--- config.mk ---
export PLATFORM = sky130hd
export DESIGN_NAME = systolic_feeder
export DESIGN_NICKNAME = d
export VERILOG_FILES = /design/src/rtl/systolic_pkg.sv /design/src/rtl/feeder_lane.sv /design/src/rtl/systolic_feeder.sv
export SDC_FILE = /design/constraint.sdc
export NUM_CORES = 2
export LEC_CHECK = 0
export CORE_AREA = 2 2 449 407
export DETAILED_ROUTE_END_ITERATION = 8
export DIE_AREA = 0 0 451 409
export SYNTH_ARGS = -nofsm -noshare
export SYNTH_HDL_FRONTEND = slang
export SYNTH_SLANG_ARGS = --single-unit
--- constraint.sdc ---
create_clock -name clk -period 5.8 [get_ports clk]
set_input_delay 0.87 -clock clk [delete_from_list [all_inputs] [get_ports clk]]
set_output_delay 0.87 -clock clk [all_outputs]
set_load 0.02 [all_outputs]
--- src/rtl/systolic_pkg.sv ---
// Shared types and constants for the systolic array feeder: FSM states, float32
// constants and the wavefront skew helper.
package systolic_pkg;

  localparam int FP_DW = 32;
  localparam logic [FP_DW-1:0] FLOAT_ZERO = 32'h0000_0000;
  localparam logic [FP_DW-1:0] FLOAT_ONE  = 32'h3F80_0000;

  typedef enum logic [2:0] {
    ST_IDLE,
    ST_CLEAR,
    ST_STREAM,
    ST_DRAIN,
    ST_DONE
  } state_t;

  // True when wavefront step t carries a real element for this lane (0 <= t-lane < n).
  function automatic logic skew_valid(input int t, input int lane, input int n);
    return ((t - lane) >= 0) && ((t - lane) < n);
  endfunction

endpackage

--- src/rtl/feeder_lane.sv ---
// One edge lane of the mesh: picks element (t - lane_idx) of its buffered
// row/column during STREAM, zero otherwise, and registers it onto the bus.
module feeder_lane
  import systolic_pkg::*;
#(
  parameter int N        = 4,
  parameter int DW       = FP_DW,
  parameter int LANE_IDX = 0,
  parameter int TW       = 3
) (
  input  logic            clk,
  input  logic            reset,
  input  logic            en,
  input  logic [TW-1:0]   t,
  input  logic [N*DW-1:0] entries,
  output logic [DW-1:0]   data
);

  logic [DW-1:0] sel;

  always_comb begin
    sel = DW'(FLOAT_ZERO);
    if (en && skew_valid(int'(t), LANE_IDX, N)) begin
      for (int k = 0; k < N; k++) begin
        if ((int'(t) - LANE_IDX) == k) sel = entries[k*DW +: DW];
      end
    end
  end

  always_ff @(posedge clk) begin
    if (reset) data <= '0;
    else       data <= sel;
  end

endmodule

--- src/rtl/systolic_feeder.sv ---
// Operand source for an NxN float32 MAC mesh: buffers A and B, clears the PEs,
// streams skewed wavefronts on the west/north edges, drains, then pulses done.
//
// state  | meaning
// IDLE   | accept buffer writes, wait for start
// CLEAR  | one cycle of pe_reset_n low, buses zero
// STREAM | 2N-1 wavefront steps, t = 0 .. 2N-2
// DRAIN  | N cycles of zero buses so the last products accumulate
// DONE   | one-cycle done pulse, back to IDLE
module systolic_feeder
  import systolic_pkg::*;
#(
  parameter int N  = 4,
  parameter int DW = FP_DW,
  parameter int AW = 2 * $clog2(N)
) (
  input  logic            clk,
  input  logic            reset,
  input  logic            load_valid,
  output logic            load_ready,
  input  logic            load_sel,
  input  logic [AW-1:0]   load_addr,
  input  logic [DW-1:0]   load_data,
  input  logic            start,
  output logic            busy,
  output logic            done,
  output logic            pe_reset_n,
  output logic [N*DW-1:0] west_bus,
  output logic [N*DW-1:0] north_bus
);

  localparam int TW = $clog2(2 * N - 1);
  localparam logic [TW-1:0] T_LAST = TW'(2 * N - 2);
  localparam logic [TW-1:0] D_LAST = TW'(N - 1);

  state_t        state, state_nxt;
  logic [TW-1:0] cnt, cnt_nxt;
  logic          wr_en;
  logic          stream_nxt;

  logic [DW-1:0]   a_buf [N*N];
  logic [DW-1:0]   b_buf [N*N];
  logic [N*DW-1:0] row_entries [N];
  logic [N*DW-1:0] col_entries [N];

  always_comb begin
    state_nxt = state;
    cnt_nxt   = cnt;
    unique case (state)
      ST_IDLE: begin
        if (start) state_nxt = ST_CLEAR;
      end
      ST_CLEAR: begin
        state_nxt = ST_STREAM;
        cnt_nxt   = '0;
      end
      ST_STREAM: begin
        if (cnt == T_LAST) begin
          state_nxt = ST_DRAIN;
          cnt_nxt   = '0;
        end else begin
          cnt_nxt = cnt + TW'(1);
        end
      end
      ST_DRAIN: begin
        if (cnt == D_LAST) begin
          state_nxt = ST_DONE;
          cnt_nxt   = '0;
        end else begin
          cnt_nxt = cnt + TW'(1);
        end
      end
      ST_DONE: begin
        state_nxt = ST_IDLE;
      end
      default: begin
        state_nxt = ST_IDLE;
        cnt_nxt   = '0;
      end
    endcase
  end

  always_ff @(posedge clk) begin
    if (reset) begin
      state <= ST_IDLE;
      cnt   <= '0;
    end else begin
      state <= state_nxt;
      cnt   <= cnt_nxt;
    end
  end

  // Outputs are decoded from the next state so they line up with the state register.
  always_ff @(posedge clk) begin
    if (reset) begin
      load_ready <= 1'b1;
      busy       <= 1'b0;
      done       <= 1'b0;
      pe_reset_n <= 1'b1;
    end else begin
      load_ready <= (state_nxt == ST_IDLE);
      busy       <= (state_nxt == ST_CLEAR) || (state_nxt == ST_STREAM) ||
                    (state_nxt == ST_DRAIN);
      done       <= (state_nxt == ST_DONE);
      pe_reset_n <= (state_nxt != ST_CLEAR);
    end
  end

  // load_ready is high exactly while the FSM sits in IDLE.
  assign wr_en = load_valid && load_ready;

  always_ff @(posedge clk) begin
    if (reset) begin
      for (int e = 0; e < N * N; e++) begin
        a_buf[e] <= '0;
        b_buf[e] <= '0;
      end
    end else if (wr_en) begin
      if (load_sel) b_buf[load_addr] <= load_data;
      else          a_buf[load_addr] <= load_data;
    end
  end

  assign stream_nxt = (state_nxt == ST_STREAM);

  for (genvar i = 0; i < N; i++) begin : g_lane
    for (genvar k = 0; k < N; k++) begin : g_entry
      assign row_entries[i][k*DW +: DW] = a_buf[i*N + k];
      assign col_entries[i][k*DW +: DW] = b_buf[k*N + i];
    end

    feeder_lane #(
      .N(N), .DW(DW), .LANE_IDX(i), .TW(TW)
    ) u_west (
      .clk     (clk),
      .reset   (reset),
      .en      (stream_nxt),
      .t       (cnt_nxt),
      .entries (row_entries[i]),
      .data    (west_bus[i*DW +: DW])
    );

    feeder_lane #(
      .N(N), .DW(DW), .LANE_IDX(i), .TW(TW)
    ) u_north (
      .clk     (clk),
      .reset   (reset),
      .en      (stream_nxt),
      .t       (cnt_nxt),
      .entries (col_entries[i]),
      .data    (north_bus[i*DW +: DW])
    );
  end

endmodule

==> results.txt <==
----------------------------------------------------
[Run status]
  Result of the run ... complete, no violations

[Power]
  Switching share of power ... 23.7%
  Total internal power ... ~15 mW
  LEAKAGE ... 22.0 nW
  Worst IR Drop VDD ... ~0.0003 V
  Clock Power Share ... 43.5%
  Power share of the sequential group ... between 50% and 60%
  NetSw ... ~4.8 mW
  Combinational share of power ... around 5.5%
  Power per Cell Area ... between 300 and 400 nW/um2

[Drt]
  Via total after detailed routing ... between 30k and 40k
  DRC violations left ... 0
  Via count normalized by instance count ... around 5.0
  Initial detailed-routing violation count ... about 3.7k
  First-pass iteration count of the detailed router ... 6
  Final wirelength ... 173,000 um
  Per-cell routed wire length ... ~26 um
  Number of routed nets with antenna violations ... 0

[Logic synthesis]
  Post-synthesis cell area ... roughly 54,000 um2
  EDFF count, synth ... between 1k and 1.5k
  Synth area leaders ... sky130_fd_sc_hd__edfxtp_1, sky130_fd_sc_hd__and2_1, sky130_fd_sc_hd__dfxtp_1, sky130_fd_sc_hd__clkbuf_1, sky130_fd_sc_hd__a221oi_1
  Mapped Nets ... a little over 4k
  Count of synthesis-stage warnings from yosys ... 0
  Yosys reg bits ... 1,290
  Portion of synthesized cell area occupied by the leading cell type ... ~57%
  Sequential fraction of the synthesis area ... between 60% and 70%
  Number of distinct library cells after synthesis ... between 60 and 70
  Avg Inst Size Synth ... between 10 and 15 um2
  Most common flop cell mapped by yosys ... sky130_fd_sc_hd__edfxtp_1
  FFs w/ async S/R, synth ... 0%
  Gate Count Post-Synth ... approximately 4.1k
  Largest area contributor in the synthesized netlist ... sky130_fd_sc_hd__edfxtp_1

[Worst setup path]
  Largest driver fanout on the critical path ... 35
  Slowest stage cell, crit path ... sky130_fd_sc_hd__o22ai_4
  Launching element type of the critical path ... flop
  Crit Path Category ... flop to flop
  Crit path cell chain ... inv_1 > ha_1 > a211oi_1 > o21ai_2 > nand2_2 > clkinv_1 > ha_2 > nor2b_1 > o21ai_0 > o22ai_4 > buf_4 > nand2_1 > a211oi_2
  Type of destination of the critical path ... flop
  Worst path required time ... around 6.5 ns
  Arr. time, crit path ... about 5.5 ns
  Stage delay of the slowest cell on the critical path ... around 1.0 ns
  Path depth of the worst reg2reg path ... 13
  Endpoint of the worst register-to-register path ... g_lane[2].u_north.data[2]
  Origin of the critical flop-to-flop path ... cnt[0]
  Register-to-register setup slack ... 0.99 ns

[CTS]
  Largest buffer count on any clock path ... 3
  TritonCTS sink count ... approximately 1.3k
  CTS Root Buffer Type ... sky130_fd_sc_hd__clkbuf_16
  Clock tree from TritonCTS ... built
  Resized Gates After CTS ... 0
  Post-CTS clock slew at the launch and capture registers of the worst setup and hold paths ... 0.06 ns
  H-tree Lvls ... 4
  Number of buffers created by CTS ... 136
  CTS Hold Buffers Added ... 0
  # Post-CTS Setup Buffers ... 0
  Worst skew pair latency ... 0.80 ns

[Placement]
  Number of input and output port buffers inserted ... 300
  Post-detailed-placement half-perimeter wirelength ... about 94,000 um
  Placed standard-cell area ... between 50,000 and 60,000 um2
  Weighted congestion reported at the end of routability-driven placement ... ~0.80

[STA]
  Final worst clock skew ... approximately 0.031 ns
  Post-route setup TNS ... 0 ns
  Slew Limit Headroom ... a little under 9%
  Final Hold Viols ... 0
  Minimum clock period after layout ... 4.81 ns
  Unrepaired setup endpoints after global routing ... no
  Portion of the clock cycle consumed by the worst path in the final layout ... about 83%
  Slew at the pin with the worst max-slew slack ... ~1.4 ns
  Final number of max-transition violations ... 0
  Peak Freq ... between 0.2 and 0.25 GHz
  Final setup violation count ... 0

[Min path]
  WHS Endpoint ... cnt[2]
  Worst min-delay path class ... input port to flop
  Number of cells on the worst hold path ... 2
  Hold path start ... reset

[GRT]
  Via count of the first global-routing pass ... 33.2k
  Initial antenna violation count ... 18
  GRT overflow ... 0
  Global Route Usage Sum ... around 18%
  Global-route wire length before repair ... about 250,000 um
  Maximum number of pins on one net before global-route repair ... a little under 70

[Finish]
  Finished layout cell area ... 63,200 um2
  Share of final-layout standard cells stronger than drive strength 1 ... a little under an eighth
  Area grow syn2layout ... 17.8%
  Fin nets ... about 4.3k

[Job]
  Max-capacitance violation count ... 0

[Floorplan]
  I/O Pins ... about 300
  Area of the die ... roughly 180,000 um2
  Initial core utilization ... 29.8%
  Width of the chip ... approximately 450 um
  Vertical die dimension ... 409 um
  Number of rows in the core area ... roughly 150
  Area of the core ... between 150,000 and 200,000 um2

----------------------------------------------------
==> sequential cells by signal, indices dropped and copies added (netlist names) <==
name	flops
g_lane.u_west.data	128
busy	1
pe_reset_n	1
done	1
g_lane.u_north.data	128
cnt	3
b_buf	512
a_buf	512
state	3
load_ready	1
==> synth_stat cells (all sizes together) (2+ instances only) <==
master and n:
a211oi 165, a21o 44, a21oi 27, a221oi 129, a31oi 41, a41oi 2
and2 1026, buf 88, clkbuf 328, dfxtp 266, edfxtp 1024, ha 8
inv 33, mux2i 42, nand2 128, nand2b 27, nand3 46, nand3b 43
nand4 4, nand4b 64, nor2 205, nor2b 3, nor3 39, nor3b 3
nor4 2, nor4b 41, o2111ai 23, o211a 2, o21ai 88, o221a 41
o22ai 14, o31ai 2, o32ai 46, or2 37
==> power by group through the flow <==
stage	clock, mW	combinational [mW]	sequential, mW
after floorplan	0	0.592	10.5
after global placement	0	1.10	10.5
after detailed placement	0	1.11	10.5
after CTS	8.88	1.11	10.3
after global routing	9.22	1.16	10.3
final	8.78	1.10	10.3
==> kinds of logic (layout without fill, tap and decap cells) <==
family | count (synthesis) | after routing | synth area share, %
AND/OR/NAND/NOR | 1673 | 1673 | 18.5
flip-flops | 1290 | 1290 | 67.2
AO/OA/AOI/OAI | 634 | 634 | 9.81
buffers and inverters | 450 | 677 | 3.47
multiplexers | 42 | 42 | 0.783
adder cells (fa/ha/maj) | 8 | 8 | 0.187
other | 0 | 8 | 0
==> through the flow <==
| stage | utilization [%] | power (mW) | hold slack, ns | setup slack, ns | cells |
|---|---|---|---|---|---|
| after floorplan | - | 11.1 | 0.481 | 2.24 | 4097 |
| after global placement | 32.6 | 11.6 | 0.499 | 1.06 | 6470 |
| after detailed placement | 32.6 | 11.6 | 0.507 | 1.04 | 6470 |
| after CTS | 35.1 | 20.3 | 0.451 | 1.03 | 6724 |
| after global routing | 35.1 | 20.7 | 0.496 | 0.690 | 6726 |
| final | 35.2 | 20.2 | 0.490 | 0.993 | 6732 |
==> cell type report <==
type | instances | area, um2
fill | 17200 | 117000
antenna | 8 | 20.0
clock inverter | 51 | 579
clock buffer | 203 | 3930
tap | 2400 | 3000
inverter | 34 | 128
multi-input combinational | 2357 | 15900
timing repair buffer | 389 | 3590
sequential | 1290 | 36100
==> worst max-delay path: cells and delay by family, from the launching register on <==
kind	cells	cell delay, ns
AO/OA/AOI/OAI	5	1.89
adder cells (fa/ha/maj)	2	0.71
buffers and inverters	3	0.79
flip-flops	1	0.78
AND/OR/NAND/NOR	3	0.50
==> layer usage <==
layer,track usage (%),wire (um),vias to the layer above
met2,30.0,84300,1226
met3,3.03,11200,226
li1,-,-,15000
met1,24.0,72200,17300
met5,0,13,-
met4,6.78,5710,2
==> layout by cell type (no fill, tap or decap), types with 64 or more instances in the layout <==
master	n
sky130_fd_sc_hd__nor2_1	188
sky130_fd_sc_hd__nand2_1	126
sky130_fd_sc_hd__clkbuf_16	137
sky130_fd_sc_hd__a211oi_1	113
sky130_fd_sc_hd__o21ai_0	84
sky130_fd_sc_hd__and2_1	1026
sky130_fd_sc_hd__nand4b_1	64
sky130_fd_sc_hd__a221oi_1	129
sky130_fd_sc_hd__buf_4	85
sky130_fd_sc_hd__edfxtp_1	1024
sky130_fd_sc_hd__clkdlybuf4s50_1	273
sky130_fd_sc_hd__dfxtp_1	266
==> worst max path at each step <==
stage / startpoint / to / cells past startpoint
final: cnt[0] / g_lane[2].u_north.data[2] / 13
after global routing: cnt[0] / g_lane[2].u_north.data[2] / 13
after CTS: cnt[0] / g_lane[2].u_north.data[2] / 13
after detailed placement: cnt[0] / g_lane[2].u_north.data[2] / 13
after global placement: cnt[0] / g_lane[2].u_north.data[22] / 13
after floorplan: cnt[0] / g_lane[2].u_north.data[19] / 16
Power figures use the tool's default switching activity.
